<file path="config.mk">
export PLATFORM = sky130hd
export DESIGN_NAME = uart_tx_arbiter
export DESIGN_NICKNAME = d
export VERILOG_FILES = /design/src/rtl/uart_tx_arbiter.sv
export SDC_FILE = /design/constraint.sdc
export NUM_CORES = 1
export LEC_CHECK = 0
export CAP_MARGIN = 20
export CORE_MARGIN = 2
export CORE_UTILIZATION = 45
export DETAILED_ROUTE_END_ITERATION = 16
export HOLD_SLACK_MARGIN = 0.03
export PLACE_DENSITY = 0.85
export SLEW_MARGIN = 20
export SYNTH_ARGS = -nofsm -noshare
export SYNTH_HDL_FRONTEND = slang
export SYNTH_SLANG_ARGS = --single-unit
</file>
<file path="constraint.sdc">
create_clock -name clk_i -period 2.2 [get_ports clk_i]
set_clock_uncertainty 0.1 [all_clocks]
set_input_delay 0.44 -clock clk_i [delete_from_list [all_inputs] [get_ports clk_i]]
set_output_delay 0.44 -clock clk_i [all_outputs]
set_load 0.01 [all_outputs]
</file>
<file path="src/rtl/uart_tx_arbiter.sv">
// -----------------------------------------------------------------------------
// uart_tx_arbiter
//
// Round-robin arbiter and byte sequencer that shares one UART transmitter
// between NUM_REQ byte-stream clients. A grant is held for a whole message.
// It is released when the client marks the last byte, when the client drops
// its request, or when MAX_BURST bytes have been sent. Bytes go to the
// transmitter through a start/busy handshake.
//
// Optional feature macro: UART_ARB_TIMEOUT_EN
//   When defined, a watchdog counts cycles spent in WAIT_VALID or WAIT_ACK.
//   After TIMEOUT_CYC cycles it sets the sticky err_o and releases the grant.
//   When undefined, err_o is tied low and the arbiter may wait indefinitely.
//
// Ports:
//   clk_i        system clock
//   rst_ni       asynchronous active-low reset
//   req_i        per-requester request level
//   req_valid_i  per-requester byte valid
//   req_last_i   per-requester "this byte ends the message"
//   req_data_i   packed bytes, requester i at [i*DATA_BIT +: DATA_BIT]
//   req_ready_o  one-cycle pulse when the granted requester's byte is taken
//   grant_o      registered one-hot grant
//   tx_data_o    byte to the transmitter, stable until the next accepted byte
//   tx_start_o   one-cycle start pulse to the transmitter
//   tx_busy_i    transmitter busy
//   err_o        sticky watchdog error (0 without UART_ARB_TIMEOUT_EN)
// -----------------------------------------------------------------------------
module uart_tx_arbiter #(
    parameter int NUM_REQ     = 4,
    parameter int DATA_BIT    = 8,
    parameter int MAX_BURST   = 16,
    parameter int TIMEOUT_CYC = 65535
) (
    input  logic                        clk_i,
    input  logic                        rst_ni,
    input  logic [NUM_REQ-1:0]          req_i,
    input  logic [NUM_REQ-1:0]          req_valid_i,
    input  logic [NUM_REQ-1:0]          req_last_i,
    input  logic [NUM_REQ*DATA_BIT-1:0] req_data_i,
    output logic [NUM_REQ-1:0]          req_ready_o,
    output logic [NUM_REQ-1:0]          grant_o,
    output logic [DATA_BIT-1:0]         tx_data_o,
    output logic                        tx_start_o,
    input  logic                        tx_busy_i,
    output logic                        err_o
);

    localparam int IDXW = $clog2(NUM_REQ);
    localparam int IW1  = IDXW + 1;
    localparam logic [IDXW:0] NUM_REQ_W   = IW1'(NUM_REQ);
    localparam logic [7:0]    MAX_BURST_W = 8'(MAX_BURST);

    // Reject parameter values the counters and index arithmetic cannot hold.
    if (NUM_REQ < 2 || NUM_REQ > 8 || MAX_BURST < 1 || MAX_BURST > 255 ||
        TIMEOUT_CYC < 1 || DATA_BIT < 1) begin : gBadParams
        $error("uart_tx_arbiter: parameter out of range");
    end

    typedef enum logic [2:0] {
        IDLE,
        WAIT_VALID,
        ISSUE,
        WAIT_ACK,
        WAIT_DONE,
        RELEASE
    } state_e;

    state_e               state_q, state_d;
    logic [NUM_REQ-1:0]   grant_q, grant_d;
    logic [NUM_REQ-1:0]   ready_q, ready_d;
    logic [IDXW-1:0]      gIdx_q, gIdx_d;
    logic [IDXW-1:0]      ptr_q, ptr_d;
    logic [7:0]           burst_q, burst_d;
    logic                 last_q, last_d;
    logic [DATA_BIT-1:0]  txData_q, txData_d;
    logic                 txStart_q, txStart_d;

`ifdef UART_ARB_TIMEOUT_EN
    logic                 err_q, err_d;
    logic [31:0]          tmoCnt_q, tmoCnt_d;
    logic                 tmoHit;

    assign tmoHit = (tmoCnt_q == 32'(TIMEOUT_CYC - 1));
`endif

    // Round-robin pick: first requesting index at or after the pointer,
    // searching upward with wrap. Index sums use one extra bit so the wrap
    // works for NUM_REQ values that are not powers of two.
    logic [IDXW-1:0] pickIdx;
    logic [IDXW:0]   candIdx;
    logic            pickFound;

    always_comb begin
        pickIdx   = ptr_q;
        pickFound = 1'b0;
        candIdx   = '0;
        for (int i = 0; i < NUM_REQ; i++) begin
            candIdx = {1'b0, ptr_q} + IW1'(i);
            if (candIdx >= NUM_REQ_W) begin
                candIdx = candIdx - NUM_REQ_W;
            end
            if (!pickFound && req_i[candIdx[IDXW-1:0]]) begin
                pickFound = 1'b1;
                pickIdx   = candIdx[IDXW-1:0];
            end
        end
    end

    // Pointer value after releasing the current grant (gIdx + 1, wrapped).
    logic [IDXW:0]   nextPtrW;
    logic [IDXW-1:0] nextPtr;

    assign nextPtrW = {1'b0, gIdx_q} + IW1'(1);
    assign nextPtr  = (nextPtrW >= NUM_REQ_W) ? '0 : nextPtrW[IDXW-1:0];

    // Byte lane of the granted requester.
    logic [DATA_BIT-1:0] selData;

    always_comb begin
        selData = '0;
        for (int i = 0; i < NUM_REQ; i++) begin
            if (gIdx_q == IDXW'(i)) begin
                selData = req_data_i[i*DATA_BIT +: DATA_BIT];
            end
        end
    end

    // Next-state logic. The grant is cleared on entry to RELEASE so GRANT is
    // already low in the RELEASE cycle. IDLE then takes another cycle, which
    // guarantees a gap between consecutive grants.
    always_comb begin
        state_d   = state_q;
        grant_d   = grant_q;
        gIdx_d    = gIdx_q;
        ptr_d     = ptr_q;
        burst_d   = burst_q;
        last_d    = last_q;
        txData_d  = txData_q;
        ready_d   = '0;
        txStart_d = 1'b0;
`ifdef UART_ARB_TIMEOUT_EN
        err_d     = err_q;
        tmoCnt_d  = '0;
`endif

        case (state_q)
            IDLE: begin
                if (|req_i) begin
                    grant_d = NUM_REQ'(1) << pickIdx;
                    gIdx_d  = pickIdx;
                    state_d = WAIT_VALID;
                end
            end

            WAIT_VALID: begin
                // A valid byte wins over a request falling in the same cycle.
                if (req_valid_i[gIdx_q]) begin
                    txData_d        = selData;
                    last_d          = req_last_i[gIdx_q];
                    ready_d[gIdx_q] = 1'b1;
                    state_d         = ISSUE;
                end else if (!req_i[gIdx_q]) begin
                    grant_d = '0;
                    state_d = RELEASE;
                end
`ifdef UART_ARB_TIMEOUT_EN
                else if (tmoHit) begin
                    err_d   = 1'b1;
                    grant_d = '0;
                    state_d = RELEASE;
                end
`endif
            end

            ISSUE: begin
                txStart_d = 1'b1;
                burst_d   = burst_q + 8'd1;
                state_d   = WAIT_ACK;
            end

            WAIT_ACK: begin
                // A busy level that is already high is taken as the acknowledge.
                if (tx_busy_i) begin
                    state_d = WAIT_DONE;
                end
`ifdef UART_ARB_TIMEOUT_EN
                else if (tmoHit) begin
                    err_d   = 1'b1;
                    grant_d = '0;
                    state_d = RELEASE;
                end
`endif
            end

            WAIT_DONE: begin
                if (!tx_busy_i) begin
                    if (last_q || (burst_q == MAX_BURST_W) || !req_i[gIdx_q]) begin
                        grant_d = '0;
                        state_d = RELEASE;
                    end else begin
                        state_d = WAIT_VALID;
                    end
                end
            end

            RELEASE: begin
                grant_d = '0;
                ptr_d   = nextPtr;
                burst_d = '0;
                state_d = IDLE;
            end

            default: begin
                grant_d = '0;
                state_d = IDLE;
            end
        endcase

`ifdef UART_ARB_TIMEOUT_EN
        // The watchdog counts only while staying in a waiting state.
        if ((state_d == state_q) && ((state_q == WAIT_VALID) || (state_q == WAIT_ACK))) begin
            tmoCnt_d = tmoCnt_q + 32'd1;
        end
`endif
    end

    // All state and outputs are registered. Reset clears them asynchronously,
    // which drops the grant immediately even in the middle of a frame.
    always_ff @(posedge clk_i or negedge rst_ni) begin
        if (!rst_ni) begin
            state_q   <= IDLE;
            grant_q   <= '0;
            ready_q   <= '0;
            gIdx_q    <= '0;
            ptr_q     <= '0;
            burst_q   <= '0;
            last_q    <= 1'b0;
            txData_q  <= '0;
            txStart_q <= 1'b0;
`ifdef UART_ARB_TIMEOUT_EN
            err_q     <= 1'b0;
            tmoCnt_q  <= '0;
`endif
        end else begin
            state_q   <= state_d;
            grant_q   <= grant_d;
            ready_q   <= ready_d;
            gIdx_q    <= gIdx_d;
            ptr_q     <= ptr_d;
            burst_q   <= burst_d;
            last_q    <= last_d;
            txData_q  <= txData_d;
            txStart_q <= txStart_d;
`ifdef UART_ARB_TIMEOUT_EN
            err_q     <= err_d;
            tmoCnt_q  <= tmoCnt_d;
`endif
        end
    end

    assign grant_o     = grant_q;
    assign req_ready_o = ready_q;
    assign tx_data_o   = txData_q;
    assign tx_start_o  = txStart_q;

`ifdef UART_ARB_TIMEOUT_EN
    assign err_o = err_q;
`else
    assign err_o = 1'b0;
`endif

endmodule

</file>
Word-level counts from Yosys, hierarchy flattened

Index checks and enable logic that the tools add are counted.

Word-level logic and storage cells: 115
Input bits: 47
Register bits: 33

Bitwise logic cells: 1
Shift-type cells: 1
Reductions and logical operators: 19
Multiplexer cells: 49
Equality and inequality tests: 16
$add $sub $neg: 9
Order comparisons: 11

Operators by type and width:

| operator                                                                     | number |
|---|---|
| 8-bit 2-to-1 mux                                                             | 4 |
| 4-bit 2-to-1 mux                                                             | 7 |
| 2-bit 2-to-1 mux                                                             | 9 |
| 3-bit 2-to-1 mux                                                             | 6 |
| 4-bit case mux with 4 select lines                                           | 1 |
| 8-bit case mux with 2 select lines                                           | 1 |
| 2-bit by 3-bit less-than comparator with 1-bit output, second input constant | 5 |
| 3-bit case mux with 5 select lines                                           | 1 |
| 1-bit binary-select mux with 2-bit select                                    | 7 |
| 3-bit greater-or-equal comparator, second input constant                     | 4 |
| 1-bit 2-to-1 mux                                                             | 12 |
| 2-bit inequality test, second input constant                                 | 6 |
| 8-bit by 1-bit adder with 8-bit output, second input constant                | 1 |
| 8-bit by 5-bit equality test with 1-bit output, second input constant        | 1 |
| 2-bit by 1-bit subtractor with 2-bit output, second input constant           | 4 |
| 2-bit by 1-bit adder with 3-bit output, second input constant                | 2 |
| 2-bit by 2-bit adder with 3-bit output, second input constant                | 2 |
| 3-bit by 2-bit equality test with 1-bit output, second input constant        | 2 |
| 3-bit equality test, second input constant                                   | 2 |
| 6-bit AND reduction                                                          | 1 |
| 2-bit equality test, second input constant                                   | 2 |
| 1-bit logical AND                                                            | 4 |
| 1-bit zero test                                                              | 4 |
| 2-bit AND reduction                                                          | 2 |
| 15 further kinds                                                             | 16 |

Longest topological paths before layout

Word-level depth: 17
Depth in mapped cells: 8
Mapped depth without buffers: 7

Worst setup path after synthesis

Ideal clock, no wire load.

Kind: reg2reg
From: register gIdx_q[0]
To: register txData_q[1], in the netlist tx_data_o[1]
Setup slack: 0.200 ns
Data arrival time: 1.775 ns
Stages on the path, launching flop included: 5
Setup time: 0.125 ns
Clock period less this slack: 2.000 ns
Path through: dfrtp_1 mux4_1 nand2_1 buf_2 mux2_2

Longest elaborated chain between the ends: 5
Elaborated cells on any way between the ends: 11
Those cells by class: eq/ne (3); mux (6); reduce/logical (2)

RTL lines:

| element                       | line | source |
|---|---|---|
| start: declaration            | 72   | `logic [IDXW-1:0] gIdx_q, gIdx_d;` |
| start signal: assignment      | 249  | `gIdx_q <= gIdx_d;` |
| 2-bit zero test               | 123  | `if (gIdx_q == IDXW'(i)) begin` |
| 8-bit 2-to-1 mux (4 in a row) | 123  |  |
| end signal: assignment        | 253  | `txData_q <= txData_d;` |
| end: declaration              | 76   | `logic [DATA_BIT-1:0] txData_q, txData_d;` |

Several ways; a longest one is shown, not always the timed one. The select of a mux whose other input is x is not followed.
A chain may end at the register's enable or synchronous reset.

Worst setup path in the final report

From: register gIdx_q[1]
To: register grant_q[1], in the netlist grant_o[1]

Longest elaborated chain between the ends: 6
Elaborated cells on any way between the ends: 10
Those cells by class: eq/ne (3); mux (4); reduce/logical (3)

RTL lines:

| element                                   | line     | source |
|---|---|---|
| 1-bit binary-select mux with 2-bit select | 163, 198 |  |
| 1-bit 2-to-1 mux (not written as such)    | 163, 198 |  |
| 1-bit zero test                           | 198      | `if (last_q \|\| (burst_q == MAX_BURST_W) \|\| !req_i[gIdx_q]) begin` |
| 1-bit logical OR                          | 198      |  |
| 2-bit inequality test (no source line)    | --       |  |
| 6-bit AND reduction (no source line) (*)  | --       |  |
| end signal: assignment                    | 247      | `grant_q <= grant_d;` |
| end: declaration                          | 70       | `logic [NUM_REQ-1:0] grant_q, grant_d;` |

Every way passes the cells marked *; elsewhere a longest branch is shown, timed or not. The select of a mux whose other input is x is not followed.

==> metrics.cfg <==
[synth]
netlist_instances=208
synth_edf_count=0
synth_area_um2=1970
ys_types=44
yosysWarnings=0
avgSynthCellArea_um2=9.47
async_flop_share=1.00
ys_ff_latch=33
syn-num-nets=261
synth_seq_area_share=0.419
ys.flop_type=dfrtp_1

[worst_setup_path]
cp_max_fo=5
critPathBufInv=1
setup.worst_path.end_class=flop
crit_type=flop to flop
slowest_delay_ps=520
r2r_setup_slack_ps=120
r2r-end=grant_o[1]
critPathRequiredTime_ps=2300
critPathTopFamily=simple AND/OR/NAND/NOR gates
rr_worst_depth=6
crit_slowest_cell=or4_4
start_kind=flop
cp.depth=6
crit_arrival_ps=2180
rr_startpoint=gIdx_q[1]
cp_cell_sequence=buf_4, mux2i_1, mux2_4, or4_4, o2111ai_2, o2bb2ai_1

[placement]
dp_cells=331
placed_cell_area_um2=2740
place_ws_ps=-154
place.gp.congestion=0.832
io_buffers=63
dp_hpwl_mm=3.81

[floorplan]
core.rowCount=24
die_y_um=70.2
io_pins=65
die_area_um2=4920
start_util=0.459
core_area_um2=4290
die_w_um=70.2

[sta]
setup_slack_ps=120
slew_headroom=0.637
min_period_ps=2080
hold_violations=0
grt_setup_unrepaired=no
drv_slew=0
setup_viol=0
tightest_slew_ps=545
post-route-period-util=0.945
fin_setup_tns_ps=0
fmax_ghz=0.481

[final_layout]
multi_input_area_um2=1060
drive_gt1_frac=0.153
areaGrowthSynthToFinish_pct=45.2
final_area_um2=2860
diodes=0
fin_nets=339
seq_area_um2=826
final_cells=339
fillerInstances=357
utilization=0.666

[clocking]
cts_max_path_buffers=2
cts.sinks=33
root_buffer=clkbuf_8
cts_hold_buf=0
clkLatencyLatePin_ps=280
cts_tree=built
path_clk_slew_ps=70
numCtsBuffers=5
h-tree-depth=2

[worst_hold_path]
min_path_type=flop to flop
hold_end=tx_data_o[7]
hp-start=tx_data_o[7]
hold_path_depth=2

[detailed_routing]
num_vias=1829
ant_nets=0
via_per_inst=5.40
wire_per_inst_um=14.7
drc=0
drtPass1Iterations=4
drtIter0Drc=108
wirelength_mm=4.98

[global_routing]
antenna_found_initial=0
grt_pass1_vias=1842
grt.overflow.total=0
grt.total_usage=0.214
grt_max_degree=34
grt_pass1_wl_mm=8.45

[run_status]
status=completed

[run]
cap_violations=0

[pwr]
p_per_area_nw_per_um2=1140
p_leak_nw=1.26
vdd_ir_drop_max_v=0.000681

synthesized netlist by cell type (all sizes together), types with 2 or more instances:
cell	n	share of area
clkbuf	5	0.0095
nand3b	6	0.023
inv	7	0.013
nor2b	7	0.022
o22ai	2	0.0064
a221oi	2	0.0089
nand2	28	0.053
mux2	10	0.059
nor3	5	0.013
buf	5	0.022
mux2i	2	0.010
a32o	3	0.017
and3	6	0.019
xor2	6	0.027
o2bb2ai	2	0.0089
o21ai	15	0.038
ha	6	0.038
nand4	3	0.0095
nand2b	2	0.0064
or4	2	0.0095
mux4	2	0.027
a21oi	16	0.041
dfrtp	33	0.42
nor2	18	0.034
final cells by class:
cell class / count / area share
multi-input combinational: 158 / 0.371
tap: 52 / 0.0227
inverter: 7 / 0.00919
clock inverter: 1 / 0.0105
clock buffer: 7 / 0.0302
timing repair buffer: 81 / 0.268
sequential: 33 / 0.289
metal layers:
| layer | wire length (um) | GRT usage | vias to the layer above |
|---|---|---|---|
| met4 | 68 | 0.0556 | 0 |
| met2 | 2560 | 0.367 | 46 |
| li1 | - | - | 899 |
| met5 | 0 | 0 | - |
| met3 | 176 | 0.0491 | 8 |
| met1 | 2170 | 0.273 | 876 |
metrics by stage:
step | total power [mW] | hold WS [ps]
2_1_floorplan | 2.03 | 44.4
3_3_place_gp | 2.62 | 385
3_5_place_dp | 2.69 | 394
4_1_cts | 3.29 | 412
5_1_grt | 3.52 | 434
6_report | 3.27 | 411
worst min-delay path: cells and delay by family (launching register included):
| kind | cells | cell delay, ps |
|---|---|---|
| AO/OA/AOI/OAI | 1 | 60 |
| flip-flops | 1 | 360 |
| AND/OR/NAND/NOR | 1 | 50 |
layout by cell type, fill, tap and decap left out, drive strengths merged, types with 3 or more instances in the layout:
cell type,netlist,final
a21oi,16,16
inv,7,7
buf,5,18
nor2,18,18
dfrtp,33,33
nor2b,7,7
clkdlybuf4s50,0,63
and3,6,6
nand4,3,3
a32o,3,3
nand3b,6,6
nand2,28,28
o21ai,15,15
nor3,5,5
xor2,6,6
clkbuf,5,7
mux2,10,10
ha,6,6
where the power goes:
part / switching [mW] / leakage (nW) / internal (mW)
clock network: 0.209 / 0.0585 / 0.369
logic: 0.789 / 0.767 / 0.891
registers: 0.206 / 0.432 / 0.806
total: 1.20 / 1.26 / 2.07
how the worst max path moves through the flow:
| stage | from | end | slack [ps] |
|---|---|---|---|
| 5_1_grt | req_i[1] | grant_o[2] | 7 |
| 3_5_place_dp | req_i[3] | grant_o[2] | -150 |
| 2_1_floorplan | gIdx_q[0] | tx_data_o[1] | 200 |
| 4_1_cts | gIdx_q[1] | grant_o[1] | 100 |
| 6_report | gIdx_q[1] | grant_o[1] | 120 |
| 3_3_place_gp | req_i[3] | grant_o[1] | -90 |
registers in the layout, summed over array words and instances (netlist names):
register,flops
burst_q,8
tx_data_o,8
last_q,1
gIdx_q,2
req_ready_o,4
ptr_q,2
grant_o,4
state_q,3
tx_start_o,1
cells by family after synthesis:
family                     Yosys count  synth area share
AOI/OAI and AO/OA                   48             0.158
xor gates and xnor gates             6            0.0267
adders and majority gates            6            0.0381
buffers and inverters               17            0.0445
DFF                                 33             0.419
muxes                               14            0.0959
other                                1           0.00190
and+or+nand+nor                     83             0.215
repair_timing:
| item | in CTS | in global routing |
|---|---|---|
| gates resized for setup | 0 | 2 |
| buffers inserted | 0 | 0 |
| setup endpoints to repair | 0 | 3 |
| endpoints found under the hold margin | 0 | 0 |
Note: power is estimated with default switching activity, not from simulation.
